$ cat config.mk
export PLATFORM = sky130hd
export DESIGN_NAME = redun_to_bin
export DESIGN_NICKNAME = d
export VERILOG_FILES = /design/src/rtl/redun_to_bin.sv
export SDC_FILE = /design/constraint.sdc
export NUM_CORES = 1
export LEC_CHECK = 0
export ABC_AREA = 0
export ABC_CLOCK_PERIOD_IN_PS = 7500
export CORE_MARGIN = 5
export CORE_UTILIZATION = 30
export CTS_CLUSTER_DIAMETER = 30
export DETAILED_ROUTE_END_ITERATION = 8
export PLACE_DENSITY_LB_ADDON = 0.25
export SETUP_SLACK_MARGIN = 0.1
export SLEW_MARGIN = 20
export SYNTH_ARGS = -nofsm -noshare
export SYNTH_HDL_FRONTEND = slang
export SYNTH_SLANG_ARGS = --single-unit
export TNS_END_PERCENT = 20
$ cat constraint.sdc
create_clock -name i_clk -period 7.5 [get_ports i_clk]
set_input_delay 2.25 -clock i_clk [delete_from_list [all_inputs] [get_ports i_clk]]
set_output_delay 2.25 -clock i_clk [all_outputs]
set_load 0.02 [all_outputs]
$ cat src/rtl/redun_to_bin.sv
// rtl/redun_to_bin.sv - word-serial redundant-to-binary carry resolver for the Montgomery output path
// Optional single final subtraction of P is enabled by defining REDUN_TO_BIN_MOD_REDUCE_EN.
module redun_to_bin #(
  parameter int WRD_BITS = 4,
  parameter int NUM_WRDS = 4,
  parameter logic [NUM_WRDS*WRD_BITS-1:0] P = 16'hC35B
) (
  input  logic                                i_clk,
  input  logic                                i_rst,
  input  logic [NUM_WRDS-1:0][WRD_BITS:0]     i_dat,
  input  logic                                i_val,
  output logic                                o_rdy,
  output logic [NUM_WRDS*WRD_BITS-1:0]        o_dat,
  output logic                                o_ovf,
  output logic                                o_val,
  input  logic                                i_rdy
);

  localparam int KW = $clog2(NUM_WRDS) + 1;

  typedef enum logic [1:0] {S_IDLE, S_CARRY, S_SUB, S_DONE} state_t;

  state_t                              r_state;
  logic [NUM_WRDS-1:0][WRD_BITS:0]     r_buf;
  logic [NUM_WRDS-1:0][WRD_BITS-1:0]   r_res;
  logic [1:0]                          r_carry;
  logic [KW-1:0]                       r_k;

  logic [WRD_BITS:0]                   w_cur;
  logic [WRD_BITS+1:0]                 w_sum;
  logic [NUM_WRDS-1:0][WRD_BITS-1:0]   w_res_nxt;
  logic                                w_last;

  assign w_last = (r_k == KW'(NUM_WRDS - 1));

  always_comb begin
    w_cur     = '0;
    w_res_nxt = r_res;
    for (int i = 0; i < NUM_WRDS; i++) begin
      if (r_k == KW'(i)) w_cur = r_buf[i];
    end
    w_sum = {1'b0, w_cur} + {{WRD_BITS{1'b0}}, r_carry};
    for (int i = 0; i < NUM_WRDS; i++) begin
      if (r_k == KW'(i)) w_res_nxt[i] = w_sum[WRD_BITS-1:0];
    end
  end

`ifdef REDUN_TO_BIN_MOD_REDUCE_EN
  logic [NUM_WRDS-1:0][WRD_BITS-1:0]   r_dbuf;
  logic                                r_borrow;
  logic [NUM_WRDS-1:0][WRD_BITS-1:0]   w_sub_nxt;
  logic [WRD_BITS-1:0]                 w_rk;
  logic [WRD_BITS-1:0]                 w_pk;
  logic [WRD_BITS:0]                   w_diff;

  always_comb begin
    w_rk      = '0;
    w_pk      = '0;
    w_sub_nxt = r_dbuf;
    for (int i = 0; i < NUM_WRDS; i++) begin
      if (r_k == KW'(i)) begin
        w_rk = r_res[i];
        w_pk = P[i*WRD_BITS +: WRD_BITS];
      end
    end
    w_diff = {1'b0, w_rk} - {1'b0, w_pk} - {{WRD_BITS{1'b0}}, r_borrow};
    for (int i = 0; i < NUM_WRDS; i++) begin
      if (r_k == KW'(i)) w_sub_nxt[i] = w_diff[WRD_BITS-1:0];
    end
  end
`endif

  always_ff @(posedge i_clk) begin
    if (i_rst) begin
      r_state <= S_IDLE;
      o_rdy   <= 1'b1;
      o_val   <= 1'b0;
      o_ovf   <= 1'b0;
      o_dat   <= '0;
      r_carry <= '0;
      r_k     <= '0;
`ifdef REDUN_TO_BIN_MOD_REDUCE_EN
      r_borrow <= 1'b0;
`endif
    end else begin
      case (r_state)
        S_IDLE: begin
          if (i_val && o_rdy) begin
            r_buf   <= i_dat;
            r_carry <= '0;
            r_k     <= '0;
            o_rdy   <= 1'b0;
            r_state <= S_CARRY;
          end
        end
        S_CARRY: begin
          r_res   <= w_res_nxt;
          r_carry <= w_sum[WRD_BITS+1:WRD_BITS];
          if (w_last) begin
            r_k <= '0;
`ifdef REDUN_TO_BIN_MOD_REDUCE_EN
            r_borrow <= 1'b0;
            r_state  <= S_SUB;
`else
            o_dat   <= w_res_nxt;
            o_ovf   <= (w_sum[WRD_BITS+1:WRD_BITS] != 2'b00);
            o_val   <= 1'b1;
            r_state <= S_DONE;
`endif
          end else begin
            r_k <= r_k + KW'(1);
          end
        end
`ifdef REDUN_TO_BIN_MOD_REDUCE_EN
        S_SUB: begin
          r_dbuf   <= w_sub_nxt;
          r_borrow <= w_diff[WRD_BITS];
          if (w_last) begin
            r_k     <= '0;
            o_val   <= 1'b1;
            r_state <= S_DONE;
            // Top bits of ({carry,res} - P) are carry - borrow; a nonzero remainder means the result is still >= 2^W.
            if ((r_carry != 2'b00) || !w_diff[WRD_BITS]) begin
              o_dat <= w_sub_nxt;
              o_ovf <= ((r_carry - {1'b0, w_diff[WRD_BITS]}) != 2'b00);
            end else begin
              o_dat <= r_res;
              o_ovf <= 1'b0;
            end
          end else begin
            r_k <= r_k + KW'(1);
          end
        end
`endif
        S_DONE: begin
          if (i_rdy) begin
            o_val   <= 1'b0;
            o_rdy   <= 1'b1;
            r_state <= S_IDLE;
          end
        end
        default: r_state <= S_IDLE;
      endcase
    end
  end

endmodule

# Word-level counts from Yosys, hierarchy flattened
# Index checks and enable logic that the tools add are counted.
# W data, S select, Z words.
# totals
register_bits,62
wordCells,63
inputBits,24
output_inout_bits,19
# op_classes
n_mux,23
bitwise_logic,1
n_reduce_logical,14
n_addsub,2
n_eq_ne,8
# ops
cell,n
$mux W5,4
$mux W4,4
$reduce_and A3 Y1,4
$mux W2,4
$reduce_bool A2 Y1,4
$add A5 B2 Y6,1
$eq A3 B2 Y1 const B,2
$mux W3,2
$ne A2 B2 Y1 const B,3
$pmux W2 S3,1
$pmux W3 S2,1
$reduce_and A2 Y1,3
$mux W1,4
$pmux W1 S2,2
$pmux W2 S2,1
$add A3 B1 Y3 const B,1
$eq A3 B1 Y1 const B,1
$logic_not A3 Y1,1
$eq A2 B1 Y1 const B,1
$eq A2 B2 Y1 const B,1
$logic_not A2 Y1,1
$logic_and A1 B1 Y1,1
$not A1 Y1,1

# Depth between registers and ports, before layout
# Gate-level depths: netlist (run 1).
# logic_depth
depth_word,7
ltp_mapped,17
ltp_nobuf,15

# Worst setup path before layout (run 1)
# OpenSTA, ideal clock, no wires.
# synth_timing
kind,input-to-reg
start,in i_rst
end,"reg r_buf[0] in the netlist's numbering, enable pin"
arrival_ns,3.896
required_ns,7.078
path_buffers,1
path_slack_ns,3.182
path_stages,2
setup_time_ns,0.422
cell_sequence,clkbuf_1 -> nor3_1
# synth_between
elab_chain_len,2
# synth_rtl
item,line,rtl
"start, declared",9,"input logic i_rst,"
$not A1 Y1 (no line),n/a,
$reduce_and A3 Y1 (no line),n/a,
"end signal, assigned",89,r_buf <= i_dat;
"end, declared",24,logic [NUM_WRDS-1:0][WRD_BITS:0] r_buf;
# No other way between the ends.
# A chain may end at the register's enable or synchronous reset.

==> results of run 1 <==
==> Yosys cell counts, types with 2 or more instances <==
cell type and n:
sky130_fd_sc_hd__nor2_1 15, sky130_fd_sc_hd__xnor2_1 2, sky130_fd_sc_hd__or2_2 2, sky130_fd_sc_hd__dfxtp_1 26
sky130_fd_sc_hd__buf_2 3, sky130_fd_sc_hd__nor2b_1 7, sky130_fd_sc_hd__nand2b_1 5, sky130_fd_sc_hd__mux2_2 2
sky130_fd_sc_hd__o41ai_1 3, sky130_fd_sc_hd__nor3b_1 2, sky130_fd_sc_hd__ha_1 6, sky130_fd_sc_hd__nand3_1 2
sky130_fd_sc_hd__a21oi_1 25, sky130_fd_sc_hd__o21ai_0 22, sky130_fd_sc_hd__clkbuf_1 13, sky130_fd_sc_hd__and3_1 3
sky130_fd_sc_hd__mux2i_1 3, sky130_fd_sc_hd__nand2_1 41, sky130_fd_sc_hd__a41oi_1 3, sky130_fd_sc_hd__a211oi_1 3
sky130_fd_sc_hd__inv_1 8, sky130_fd_sc_hd__nor3_1 9, sky130_fd_sc_hd__edfxtp_1 32, sky130_fd_sc_hd__nand3b_1 2
sky130_fd_sc_hd__or3_1 4
==> sequential cells by signal (all words and copies together), names as in the netlist <==
register  count
r_state       2
o_rdy         1
o_ovf         1
r_carry       2
r_buf        20
o_val         1
r_k           3
o_dat        16
r_res        12
==> critical path: stages <==
cell                              delay (ps)
sky130_fd_sc_hd__clkdlybuf4s50_1        1060
sky130_fd_sc_hd__inv_1                   370
sky130_fd_sc_hd__and3_1                  270
sky130_fd_sc_hd__a41oi_1                 170
sky130_fd_sc_hd__o41ai_1                  90
==> per-stage QoR <==
| stage | total power (W) | hold slack (ps) | cells |
|---|---|---|---|
| 5_1_grt | 0.000742 | 480 | 409 |
| 4_1_cts | 0.000717 | 456 | 409 |
| 2_1_floorplan | 0.000415 | 449 | 257 |
| 3_5_place_dp | 0.000449 | 446 | 393 |
| 3_3_place_gp | 0.000448 | 447 | 393 |
| 6_report | 0.000707 | 454 | 409 |
==> power groups by stage <==
stage | clock network, W | registers [W] | logic [W]
finish | 0.000265 | 0.000355 | 0.0000864
global route | 0.000289 | 0.000356 | 0.0000969
CTS | 0.000274 | 0.000355 | 0.0000872
detailed placement | 0 | 0.000362 | 0.0000868
global placement | 0 | 0.000362 | 0.0000861
floorplan | 0 | 0.000362 | 0.0000536
==> kinds of logic (layout without fill, tap and decap cells) <==
| group | count (synthesis) | after routing | share of synthesized area |
|---|---|---|---|
| AO/OA/AOI/OAI | 63 | 63 | 0.150 |
| XOR/XNOR | 3 | 3 | 0.0101 |
| multiplexers | 5 | 5 | 0.0202 |
| adder cells (fa/ha/maj) | 7 | 7 | 0.0366 |
| flip-flops | 58 | 58 | 0.570 |
| AND/OR/NAND/NOR | 97 | 97 | 0.178 |
| buffers and inverters | 24 | 68 | 0.0361 |
==> routing by layer <==
layer  wire length [microns]  vias to the layer above  track usage
li1                        -                      993            -
met1                    2600                      885        0.141
met2                    2670                       53        0.192
met3                     349                       13       0.0602
met4                     126                        0       0.0418
met5                       0                        -            0
==> how the worst max path moves through the flow <==
stage	cells past startpoint	slack, ps	end	startpoint
3_3_place_gp	5	3110	o_dat[3]	i_rst
2_1_floorplan	2	3180	r_buf[0]	i_rst
5_1_grt	5	3250	o_dat[3]	i_rst
6_report	5	3490	o_dat[3]	i_rst
3_5_place_dp	5	3030	o_dat[11]	i_rst
4_1_cts	5	3400	o_dat[11]	i_rst
==> cell type report <==
class	instances	area (sq um)
timing repair buffer	44	435
tap	108	135
sequential	58	1480
clock buffer	14	173
clock inverter	2	11.3
multi-input combinational	175	1040
inverter	8	30.0
fill	885	5290
==> reports/results.txt, run 1 <==
Outcome: finished, final reports clean
First drt pass iteration count: 4
Final worst setup slack: 3490 ps
Yosys Warn Count: 0
Hold WC Path Type: reg -> reg
Layout cells sized above 1: 0.0764
Root cell of the clock tree: sky130_fd_sc_hd__clkbuf_8
Count of flip-flops with a built-in enable after synthesis: 32
Largest fanout of any net on the critical path: 24
Standard-cell row count: 34
Post-Synthesis Cells: 257
Highest Clock Rate: 249 MHz
Maximum VDD drop: 0.116 mV
Standard cell core area: 0.00859 sq mm
Clk buf depth: 2
Largest area contributor in the netlist: sky130_fd_sc_hd__edfxtp_1
Maximum level of the CTS H-tree: 3
Initial standard-cell utilization of the core: 0.303
Final routed wirelength across all metal layers: 5740 microns
Count of buffers inserted at the top-level ports: 42
CTS tree: yes
Post-DR vias/cell: 4.75
Syn Nets: 288
Final GP Congestion: 0.797
P_int: 0.000533 W
TritonCTS Sinks: 58
#FFs+latches synth: 58
Sequential element share of the synthesized area: 0.570
Commonest non-fill, non-tap cells in the layout: sky130_fd_sc_hd__clkdlybuf4s50_1, sky130_fd_sc_hd__nand2_1, sky130_fd_sc_hd__edfxtp_1, sky130_fd_sc_hd__dfxtp_1, sky130_fd_sc_hd__a21oi_1
DR iter-0 viols: 121
Final hold viol count: 0
Final worst path period share: 0.535
Min-Delay Path Depth: 2
Hold-critical path endpoint: o_dat[10]
Setup TNS: 0 ps
Die Width: 103 microns
Antenna Diode Count: 0
Fin util: 0.385
Leading post-synthesis cells by cell area: sky130_fd_sc_hd__edfxtp_1, sky130_fd_sc_hd__dfxtp_1, sky130_fd_sc_hd__nand2_1
Residual DRC count: 0
Type of the setup path with the least slack: in -> reg
Net count reported at finish: 327
Die H: 103 microns
RSZ-0062 raised after global routing: false
Final setup fails: 0
Post-detailed-placement cell area: 0.00312 sq mm
Slack of the worst reg-to-reg path: 4340 ps
Buffers inserted during post-CTS setup optimization: 0
Number of buffers inserted by hold repair at cts: 0
Wire length of the first global-routing pass: 9560 microns
Layout Cell Area excl Fill: 0.00331 sq mm
Worst r2r src: r_k[0]
Insertion delay of the later-clocked pin in the worst-skew pair: 340 ps
Vias: 1944
HPWL after detailed placement: 4000 microns
Area grow syn2layout: 27.2%
Overall fraction of global-route tracks in use: 0.121
Average wire per standard cell: 14.0 microns
Hold path start: o_dat[10]
Routed Antenna Nets: 0
Leakage component of the power: 1.16 nW
Final critical delay including setup and external delays: 4010 ps
Most frequent standard cell in the layout excluding fill and tap cells: sky130_fd_sc_hd__clkdlybuf4s50_1
Grt total ovfl: 0
Number of cell instances on the worst register-to-register path: 13
Number of clock buffers inserted by TritonCTS: 9
Transition time at the pin with the least slew margin: 902 ps
Crit start category: primary input
CTS clock-pin slew for the worst setup and hold paths: 60 ps
Data arrival time of the worst path: 4210 ps
Cts repair resizes: 0
Share of total power consumed by net switching: 0.246
Clock power frac: 0.375
Critical path endpoint category: flop
Logic gate share of total power: 0.122
Top Ports: 43
Pin count of the biggest net entering global routing: 25
Reported net switching power: 0.000174 W
Share of Yosys cell area claimed by the top area cell type: 0.369
Post-synthesis area per instance: 10.1 sq um
Max Transition Viols Final: 0
Via count of the first global-routing pass: 1972
Setup clock skew after layout: 7.52 ps
Async set-reset flop share out of synthesis: 0
Power density over cell area: 214 mW/mm^2
Number of distinct standard cells referenced by the synthesized netlist: 39
Primary FF master, synth: sky130_fd_sc_hd__edfxtp_1
Post-placement worst setup slack: 3030 ps
Total of max-cap violations: 0
RR Endpoint: o_dat[6]
Required time at the worst-slack endpoint: 7700 ps
Number of antenna violations at the first check in global routing: 0
Rel. slew slack: 0.397
Power share of the sequential group: 0.502
Post-Syn Area: 0.00260 sq mm
Die ar.: 0.0106 sq mm
No activity file was read; power rests on OpenSTA's default activity.
==> inputs of run 2 (changes only) <==
--- a/config.mk
+++ b/config.mk
@@ -6,7 +6,7 @@
 export NUM_CORES = 1
 export LEC_CHECK = 0
 export ABC_AREA = 0
-export ABC_CLOCK_PERIOD_IN_PS = 7500
+export ABC_CLOCK_PERIOD_IN_PS = 3400
 export CORE_MARGIN = 5
 export CORE_UTILIZATION = 30
 export CTS_CLUSTER_DIAMETER = 30
==> constraint.sdc (replaced) <==
create_clock -name i_clk -period 3.4 [get_ports i_clk]
set_input_delay 1.02 -clock i_clk [delete_from_list [all_inputs] [get_ports i_clk]]
set_output_delay 1.02 -clock i_clk [all_outputs]
set_load 0.02 [all_outputs]
==> reports/results.txt, run 2 (synthesis gave the netlist of run 1 again) <==
Final worst setup slack: 423 ps
Pin count of the biggest net entering global routing: 21
HPWL after detailed placement: 4340 microns
DR iter-0 viols: 77
Largest register by flop count: r_buf
Total area of multi-input combinational cells: 0.00104 sq mm
CTS tree: yes
Insertion delay of the later-clocked pin in the worst-skew pair: 340 ps
Routed Antenna Nets: 0
Max Transition Viols Final: 0
Final critical delay including setup and external delays: 2980 ps
Biggest cell delay along the critical path: 470 ps
Cell type of the slowest stage on the worst timing path: sky130_fd_sc_hd__fa_1
Maximum VDD drop: 0.203 mV
Cell chain of the critical path: inv_1 > ha_1 > o21ai_0 > nor2_1 > a211o_1 > a21oi_1 > ha_1 > inv_1 > fa_1 > or3_1 > mux2i_1 > o21ai_0 > a21oi_1
Standard cell core area: 0.00859 sq mm
Die Width: 103 microns
Antenna Diode Count: 0
Number of cell instances on the worst register-to-register path: 13
Total of max-cap violations: 0
Die H: 103 microns
Number of clock buffers inserted by TritonCTS: 9
Min-Delay Path Depth: 2
Final hold viol count: 0
Hold WC Path Type: reg -> reg
Number of antenna violations at the first check in global routing: 0
Cts repair resizes: 0
CTS clock-pin slew for the worst setup and hold paths: 60 ps
Post-DR vias/cell: 4.77
Critical path endpoint category: flop
Root cell of the clock tree: sky130_fd_sc_hd__clkbuf_8
Registers with the most flip-flops: r_buf (20), o_dat (16), r_res (12)
Buffers inserted during post-CTS setup optimization: 0
Type of the setup path with the least slack: reg -> reg
Storage element area: 0.00148 sq mm
Layout cells sized above 1: 0.0915
Worst r2r src: r_k[1]
Commonest non-fill, non-tap cells in the layout: sky130_fd_sc_hd__clkdlybuf4s50_1, sky130_fd_sc_hd__nand2_1, sky130_fd_sc_hd__edfxtp_1, sky130_fd_sc_hd__dfxtp_1, sky130_fd_sc_hd__a21oi_1
Vias: 1975
Grt total ovfl: 0
RR Endpoint: o_dat[6]
Standard-cell row count: 34
Die ar.: 0.0106 sq mm
Top Ports: 43
Slack of the worst reg-to-reg path: 420 ps
Final setup fails: 0
Hold path start: o_dat[12]
Outcome: finished, final reports clean
Required time at the worst-slack endpoint: 3670 ps
Via count of the first global-routing pass: 2001
Maximum level of the CTS H-tree: 3
Wire length of the first global-routing pass: 9940 microns
Number of flip-flops under the largest register name: 20
FILL cells: 871
Setup clock skew after layout: 5.69 ps
Residual DRC count: 0
Bufs and invs on worst path: 2
Overall fraction of global-route tracks in use: 0.125
Net count reported at finish: 332
Initial standard-cell utilization of the core: 0.303
Most frequent standard cell in the layout excluding fill and tap cells: sky130_fd_sc_hd__clkdlybuf4s50_1
Cell family with most CP delay: adder cells
Crit start category: flop
Data arrival time of the worst path: 3250 ps
Clk buf depth: 2
Largest fanout of any net on the critical path: 12
Rel. slew slack: 0.551
Post-placement worst setup slack: 399 ps
Area grow syn2layout: 29.3%
First drt pass iteration count: 4
Total design power: 0.00165 W
Hold-critical path endpoint: o_dat[12]
TritonCTS Sinks: 58
Power density over cell area: 490 mW/mm^2
Count of buffers inserted at the top-level ports: 42
Transition time at the pin with the least slew margin: 674 ps
Worst Hold Slack: 454 ps
Final routed wirelength across all metal layers: 5930 microns
Final worst path period share: 0.875
Setup TNS: 0 ps
RSZ-0062 raised after global routing: false
Average wire per standard cell: 14.3 microns
Number of buffers inserted by hold repair at cts: 0
Leakage component of the power: 1.20 nW
Final GP Congestion: 0.796
Highest Clock Rate: 336 MHz
## run 2: layout make-up
cell class                 count  share of cell area
clock buffer                   9              0.0368
clock inverter                 7              0.0249
inverter                       8             0.00893
multi-input combinational    175               0.308
sequential                    58               0.440
tap                          108              0.0402
timing repair buffer          49               0.141
## run 2: where the power goes
part           internal [W]  switching (W)
Clock              0.000403       0.000267
Sequential         0.000771      0.0000122
Combinational     0.0000854       0.000109
## run 2: per-stage QoR
step                      instance area (sq um)  utilization  instances
after floorplan                            2600            -        257
after global placement                     3160        0.367        398
final                                      3360        0.391        414
after detailed placement                   3160        0.367        398
after global routing                       3360        0.391        414
after CTS                                  3360        0.391        414
## run 2: how the worst max path moves through the flow
stage,to,start,depth (start not counted)
floorplan,r_buf[0],i_rst,2
global placement,o_dat[6],r_k[1],13
detailed placement,o_dat[6],r_k[1],13
CTS,o_dat[6],r_k[1],13
global route,o_dat[6],r_k[1],13
finish,o_dat[6],r_k[1],13
## run 2: per-layer routing
layer / global-route usage / vias up / part of all wire
li1: - / 1001 / -
met1: 0.154 / 905 / 0.45
met2: 0.202 / 60 / 0.46
met3: 0.0507 / 9 / 0.068
met4: 0.0359 / 0 / 0.017
met5: 0 / - / 0
## run 2: tightest hold or removal path, stage by stage, from the launching register on
cell and delay [ps]:
sky130_fd_sc_hd__dfxtp_1 310, sky130_fd_sc_hd__nand2_1 50, sky130_fd_sc_hd__a21oi_1 50
==> inputs of run 3 (changes only) <==
--- a/config.mk
+++ b/config.mk
@@ -7,7 +7,7 @@
 export LEC_CHECK = 0
 export ABC_AREA = 0
 export ABC_CLOCK_PERIOD_IN_PS = 3400
-export CORE_MARGIN = 5
+export CORE_MARGIN = 3
 export CORE_UTILIZATION = 30
 export CTS_CLUSTER_DIAMETER = 30
 export DETAILED_ROUTE_END_ITERATION = 8
==> reports/results.txt, run 3 (synthesis gave the netlist of run 1 again) <==
Outcome: finished, final reports clean
Standard cell core area: 0.00830 sq mm
Leakage component of the power: 1.20 nW
Standard-cell row count: 33
Maximum level of the CTS H-tree: 3
Grt total ovfl: 0
RR Endpoint: r_carry[0]
Total area of multi-input combinational cells: 0.00104 sq mm
Antenna Diode Count: 0
Number of cell instances on the worst register-to-register path: 13
Required time at the worst-slack endpoint: 3630 ps
Final worst setup slack: 378 ps
Area grow syn2layout: 28.6%
Net count reported at finish: 330
Hold path start: o_dat[1]
Post-placement worst setup slack: 396 ps
Highest Clock Rate: 331 MHz
Commonest non-fill, non-tap cells in the layout: sky130_fd_sc_hd__clkdlybuf4s50_1, sky130_fd_sc_hd__nand2_1, sky130_fd_sc_hd__edfxtp_1, sky130_fd_sc_hd__dfxtp_1, sky130_fd_sc_hd__a21oi_1
Largest fanout of any net on the critical path: 12
Total of max-cap violations: 0
Setup TNS: 0 ps
Crit start category: flop
Most frequent standard cell in the layout excluding fill and tap cells: sky130_fd_sc_hd__clkdlybuf4s50_1
Rel. slew slack: 0.559
Buffers inserted during post-CTS setup optimization: 0
Layout cells sized above 1: 0.0888
Final hold viol count: 0
Maximum VDD drop: 0.226 mV
Power density over cell area: 494 mW/mm^2
Number of cells in the design after placement: 393
Die ar.: 0.00982 sq mm
Vias: 1933
Final setup fails: 0
Count of buffers inserted at the top-level ports: 42
Residual DRC count: 0
Total design power: 0.00165 W
Registers with the most flip-flops: r_buf (20), o_dat (16), r_res (12)
Number of buffers inserted by hold repair at cts: 0
CTS tree: yes
Number of clock buffers inserted by TritonCTS: 9
Final worst path period share: 0.889
Setup clock skew after layout: 7.06 ps
RSZ-0062 raised after global routing: false
Wire length of the first global-routing pass: 9890 microns
Data arrival time of the worst path: 3250 ps
FILL cells: 820
Average wire per standard cell: 14.4 microns
Die H: 99.1 microns
Number of flip-flops under the largest register name: 20
TritonCTS Sinks: 58
DR iter-0 viols: 72
Type of the setup path with the least slack: reg -> reg
Number of antenna violations at the first check in global routing: 0
Worst r2r src: r_k[1]
Root cell of the clock tree: sky130_fd_sc_hd__clkbuf_8
Slack of the worst reg-to-reg path: 380 ps
Pin count of the biggest net entering global routing: 21
HPWL after detailed placement: 4120 microns
CTS clock-pin slew for the worst setup and hold paths: 60 ps
Largest register by flop count: r_buf
Critical path endpoint category: flop
Non-filler instance count after layout: 409
Overall fraction of global-route tracks in use: 0.129
Max Transition Viols Final: 0
Insertion delay of the later-clocked pin in the worst-skew pair: 330 ps
Worst Hold Slack: 455 ps
Top Ports: 43
Post-DR vias/cell: 4.73
Final routed wirelength across all metal layers: 5880 microns
Transition time at the pin with the least slew margin: 662 ps
Final GP Congestion: 0.828
Final critical delay including setup and external delays: 3020 ps
Clk buf depth: 2
Launching instance or port of the critical path: r_k[1]
Cts repair resizes: 0
Initial standard-cell utilization of the core: 0.313
Hold WC Path Type: reg -> reg
First drt pass iteration count: 4
Via count of the first global-routing pass: 2021
Routed Antenna Nets: 0
Destination of the critical timing path: r_carry[0]
Storage element area: 0.00148 sq mm
Die Width: 99.1 microns
==> run 3: changes by cell type in the layout (fill, tap and decap cells not counted) <==
cell                       before  now
sky130_fd_sc_hd__clkinv_2       1    2
sky130_fd_sc_hd__clkinv_1       3    1
sky130_fd_sc_hd__buf_4          7    5
sky130_fd_sc_hd__clkbuf_1       0    1
==> run 3: critical path, stage by stage (launching register included) <==
cell and delay [ps]:
sky130_fd_sc_hd__dfxtp_1 390, sky130_fd_sc_hd__inv_1 80, sky130_fd_sc_hd__ha_1 310, sky130_fd_sc_hd__o21ai_0 200, sky130_fd_sc_hd__nor2_1 60, sky130_fd_sc_hd__a211o_1 280, sky130_fd_sc_hd__a21oi_1 160, sky130_fd_sc_hd__ha_1 190
sky130_fd_sc_hd__inv_1 50, sky130_fd_sc_hd__fa_1 470, sky130_fd_sc_hd__inv_1 120, sky130_fd_sc_hd__o2111ai_1 190, sky130_fd_sc_hd__xor2_1 210, sky130_fd_sc_hd__a32o_1 210
==> run 3: per-stage QoR <==
| stage | utilization | area, sq um |
|---|---|---|
| 2_1_floorplan | - | 2600 |
| 4_1_cts | 0.403 | 3350 |
| 3_5_place_dp | 0.378 | 3140 |
| 5_1_grt | 0.403 | 3350 |
| 3_3_place_gp | 0.378 | 3140 |
| 6_report | 0.403 | 3350 |
==> run 3: how the worst min path moves through the flow <==
stage,cells after the start,slack [ps],endpoint
floorplan,2,450,r_carry[1]
global placement,2,440,o_dat[1]
detailed placement,2,450,o_dat[5]
CTS,2,460,o_dat[5]
global route,2,480,o_dat[6]
finish,2,460,o_dat[1]
==> run 3: cell type report <==
cell class | count | area share
inverters | 8 | 0.00898
repair buffers | 47 | 0.137
clock buffers | 10 | 0.0381
well taps | 105 | 0.0393
multi-input cells | 175 | 0.310
flip-flops and latches | 58 | 0.443
clock inverters | 6 | 0.0243
==> run 3: where the power goes <==
part	internal [W]	leakage [nW]	switching, W
combinational	0.0000849	0.587	0.000110
clock	0.000407	0.104	0.000267
sequential	0.000771	0.505	0.0000121
==> run 3: metal layers <==
layer | GRT usage | wire length (microns) | up-vias
met4 | 0.0483 | 90 | 0
met2 | 0.206 | 2720 | 50
met3 | 0.0435 | 313 | 7
met5 | 0 | 0 | -
met1 | 0.164 | 2760 | 881
li1 | - | - | 995
